===== src/rtl/demux_16bit_4way_buf.sv =====
// Registered 1-to-4 demultiplexer for 16-bit words, one-entry holding register per channel.
// Optional per-channel delivery counters on the stats port when DEMUX_STATS_EN is defined.
module demux_16bit_4way_buf (
  input  logic        clk,
  input  logic        rst,
  input  logic [15:0] i_in,
  input  logic        i_s0,
  input  logic        i_s1,
  input  logic        i_in_valid,
  output logic        o_in_ready,
  output logic [15:0] o_out1,
  output logic [15:0] o_out2,
  output logic [15:0] o_out3,
  output logic [15:0] o_out4,
  output logic        o_out_valid1,
  output logic        o_out_valid2,
  output logic        o_out_valid3,
  output logic        o_out_valid4,
  input  logic        i_out_ready1,
  input  logic        i_out_ready2,
  input  logic        i_out_ready3,
  input  logic        i_out_ready4,
  output logic        o_idle
`ifdef DEMUX_STATS_EN
  ,
  output logic [31:0] o_stats
`endif
);

  typedef enum logic {EMPTY = 1'b0, FULL = 1'b1} ch_state_t;

  ch_state_t   r_state [4];
  logic [15:0] r_data  [4];
  logic [1:0]  w_sel;
  logic [3:0]  w_valid;
  logic [3:0]  w_out_ready;
  logic [3:0]  w_accept;
  logic [3:0]  w_deliver;

  assign w_sel       = {i_s1, i_s0};
  assign w_out_ready = {i_out_ready4, i_out_ready3, i_out_ready2, i_out_ready1};
  assign w_deliver   = w_valid & w_out_ready;

  // A full channel can still take a word in the cycle its consumer drains it.
  assign o_in_ready = (~w_valid[w_sel]) | w_out_ready[w_sel];
  assign o_idle     = ~(|w_valid);

  // Decode channel state and the one-hot accept strobe.
  always_comb begin
    w_accept = 4'b0000;
    for (int c = 0; c < 4; c++) begin
      w_valid[c] = (r_state[c] == FULL);
    end
    if (i_in_valid && o_in_ready) begin
      w_accept[w_sel] = 1'b1;
    end else begin
      w_accept = 4'b0000;
    end
  end

  // Per-channel EMPTY/FULL state machine with its data register.
  always_ff @(posedge clk or posedge rst) begin
    if (rst) begin
      for (int c = 0; c < 4; c++) begin
        r_state[c] <= EMPTY;
        r_data[c]  <= 16'h0000;
      end
    end else begin
      for (int c = 0; c < 4; c++) begin
        case (r_state[c])
          EMPTY: begin
            if (w_accept[c]) begin
              r_state[c] <= FULL;
              r_data[c]  <= i_in;
            end
          end
          FULL: begin
            if (w_accept[c]) begin
              r_data[c] <= i_in;
            end else if (w_deliver[c]) begin
              r_state[c] <= EMPTY;
            end
          end
          default: r_state[c] <= EMPTY;
        endcase
      end
    end
  end

  assign o_out1       = r_data[0];
  assign o_out2       = r_data[1];
  assign o_out3       = r_data[2];
  assign o_out4       = r_data[3];
  assign o_out_valid1 = w_valid[0];
  assign o_out_valid2 = w_valid[1];
  assign o_out_valid3 = w_valid[2];
  assign o_out_valid4 = w_valid[3];

`ifdef DEMUX_STATS_EN
  logic [7:0] r_cnt [4];

  // Wrapping delivery counters, one per channel.
  always_ff @(posedge clk or posedge rst) begin
    if (rst) begin
      for (int c = 0; c < 4; c++) begin
        r_cnt[c] <= 8'h00;
      end
    end else begin
      for (int c = 0; c < 4; c++) begin
        if (w_deliver[c]) begin
          r_cnt[c] <= r_cnt[c] + 8'h01;
        end
      end
    end
  end

  assign o_stats = {r_cnt[3], r_cnt[2], r_cnt[1], r_cnt[0]};
`endif

endmodule


===== config.mk =====
export PLATFORM = sky130hd
export DESIGN_NAME = demux_16bit_4way_buf
export DESIGN_NICKNAME = d
export VERILOG_FILES = /design/src/rtl/demux_16bit_4way_buf.sv
export SDC_FILE = /design/constraint.sdc
export NUM_CORES = 1
export LEC_CHECK = 0
export ABC_AREA = 0
export ABC_CLOCK_PERIOD_IN_PS = 5680
export BUFFER_PORTS_ARGS = -buffer_cell sky130_fd_sc_hd__buf_2
export CAP_MARGIN = 20
export CORE_MARGIN = 2
export CORE_UTILIZATION = 53
export DETAILED_ROUTE_END_ITERATION = 12
export PLACE_DENSITY_LB_ADDON = 0.15
export SYNTH_ARGS = -nofsm -noshare
export SYNTH_HDL_FRONTEND = slang
export SYNTH_SLANG_ARGS = --single-unit
export TNS_END_PERCENT = 50

===== constraint.sdc =====
create_clock -name clk -period 5.68 [get_ports clk]
set_input_delay 0.852 -clock clk [delete_from_list [all_inputs] [get_ports clk]]
set_output_delay 0.852 -clock clk [all_outputs]
set_load 0.05 [all_outputs]

==> impl_metrics.yaml <==
drt:
  ant_nets: 0
  wl_per_cell_um: 15.6
  dr.pass1.iters: 6
  drc: 0
  drtIter0Drc: 110
  vias: 1657
  detail_route.wirelength_um: 5140
  vias_per_cell: 5.04
worst_setup_path:
  worstPathArrival_ns: 1.82
  cp_max_fo: 3
  endpoint_kind: "output pin"
  critPathRequiredTime_ns: 4.83
  cp-startpoint: "i_out_ready4"
  r2r_start: "o_out_valid3"
  startpoint_type: "input port"
  critical_path_class: "input port to output pin"
hold_path:
  min-delay-path-class: "flop to flop"
  hp-start: "o_out2[1]"
placement:
  port_buffers: 94
  dp_hpwl_um: 3450
  placed_cell_area_um2: 3160
  dpl.cell_count: 313
  gp_congestion: 0.734
flow_run:
  maxCapViolCount: 0
logic_synthesis:
  ys_seq_area_share_pct: 64.2
  yosys_warnings: 0
  syn_area_um2: 2650
  ys_types: 20
  synth-seq-cells: 68
  syn_avg_cell_area_um2: 16.9
  syn_nets: 182
  synthCells: 157
sta:
  max_freq_mhz: 374
  fin_crit_sh_pct: 47.0
  worstMarginPinSlew_ns: 1.09
  slew_viol_final: 0
  rsz0062_at_grt: "false"
  min_period_ns: 2.67
  setup_tns_ns: 0
  slew_headroom_pct: 27.1
  fin_skew_ns: 0.00597
  finalSetupViolCount: 0
  hold_viol_final: 0
pwr:
  power.leakage_nw: 1.65
  peakVddDrop_uv: 299
  p_total_mw: 1.67
  p_per_area_nw_per_um2: 495
clocking:
  cts_hold_buffers: 0
  cts_resized: 0
  clock-root-buffer: "clkbuf_8"
  htree_levels: 3
  cts_setup_buffers: 0
  clock_path_buffers: 2
  clkTransAtPathRegs_ns: 0.07
  clock_latency_ns: 0.32
  cts-buffers-inserted: 9
  numClockSinks: 68
  cts_tree: "built"
grt:
  grt_pass1_vias: 1590
  overflow: 0
  track_usage_pct: 19.8
  grt_antenna_before_repair: 0
  grt_max_degree: 69
  grt_pass1_wl_um: 7960
layout:
  area_growth_pct: 27.4
  nNetsFinal: 282
  fill_cells: 372
  drive_gt1_share_pct: 67.6
  final_cell_area_um2: 3380
  fin_cells: 329
  antenna_cells: 0
run_status:
  outcome: "finished, final reports clean"
floorplanning:
  start_util_pct: 55.4
  die_area_um2: 5590
  core_area_um2: 4790
  die_w_um: 74.7
  die_h_um: 74.7
  io_pins: 95
  num_rows: 25
[synthesized netlist by cell type]
| cell | count | area [µm²] |
|---|---|---|
| mux2_2 | 51 | 574 |
| nand2_1 | 5 | 18.8 |
| buf_6 | 2 | 22.5 |
| buf_4 | 1 | 7.51 |
| mux2_4 | 10 | 150 |
| nand3_1 | 1 | 5.00 |
| inv_1 | 1 | 3.75 |
| o21ai_0 | 1 | 5.00 |
| buf_8 | 1 | 15.0 |
| nand3b_2 | 1 | 11.3 |
| and3_1 | 1 | 6.26 |
| buf_2 | 2 | 10.0 |
| nor2b_2 | 1 | 8.76 |
| dfrtp_1 | 68 | 1700 |
| nand2b_1 | 4 | 25.0 |
| mux4_2 | 1 | 22.5 |
| nor3b_4 | 1 | 18.8 |
| nor4_1 | 1 | 6.26 |
| mux2_1 | 3 | 33.8 |
| nor2b_1 | 1 | 6.26 |
[cell usage in the layout (no fill, tap or decap), types with 2 or more instances in the layout]
master,count
nor2b_2,2
clkinv_2,3
clkbuf_8,10
nand2b_1,4
dfrtp_1,68
mux2_2,51
mux2_1,3
bufinv_16,2
mux2_4,10
nand2_1,5
buf_2,94
[report_power, final]
group          switching (mW)  internal [mW]  total, mW
logic                   0.456          0.160      0.616
registers              0.0485          0.583      0.631
clock network           0.170          0.257      0.427
[routing by layer]
metal  routed length (µm)  vias up  GRT usage (%)
li1                     -      749              -
met3                  382        4           6.69
met5                    0        -              0
met4                   30        0           9.13
met2                 2520       60           29.3
met1                 2210      844           26.8
[layout make-up]
class / count / area, µm² / share of cell area, %
well taps: 67 / 83.8 / 2.48
flip-flops and latches: 68 / 1700 / 50.4
inverters: 1 / 3.75 / 0.111
multi-input cells: 82 / 895 / 26.5
clock inverters: 5 / 75.1 / 2.22
repair buffers: 95 / 478 / 14.1
clock buffers: 11 / 141 / 4.19
[critical path, stage by stage]
cell      delay [ns]
buf_2           0.10
nand2b_1        0.18
mux4_2          0.47
buf_2           0.22
[flip-flops by register name, summed over array words and instances, names as in the netlist]
register	cells
o_out_valid1	1
o_out2	16
o_out_valid3	1
o_out3	16
o_out_valid4	1
o_out_valid2	1
o_out1	16
o_out4	16
[final timing paths]
| kind | endpoint | slack (ns) | cells after the start |
|---|---|---|---|
| worst min register to register | o_out2[1] | 0.48 | 1 |
| max in group asynchronous | o_out3[9] | 4.38 | 3 |
| worst max-delay path | o_in_ready | 3.01 | 4 |
| min in group asynchronous | o_out_valid1 | 0.76 | 3 |
| worst min-delay path | o_out2[1] | 0.48 | 1 |
| worst max register to register | o_out3[11] | 3.74 | 3 |
[metrics by stage]
stage,utilization (%),hold WS (ns),worst slack (ns)
after floorplan,-,0.813,2.66
after global placement,66.1,0.462,3.04
after detailed placement,66.1,0.471,3.01
after CTS,70.6,0.486,3.01
after global routing,70.6,0.504,2.99
final,70.6,0.483,3.01
[kinds of logic after synthesis]
logic type	count (synthesis)	share of synthesized area, %
buffers and inverters	7	2.22
and+or+nand+nor	16	4.01
muxes	65	29.4
DFF	68	64.2
AOI/OAI and AO/OA	1	0.188
Power figures use the tool's default switching activity.
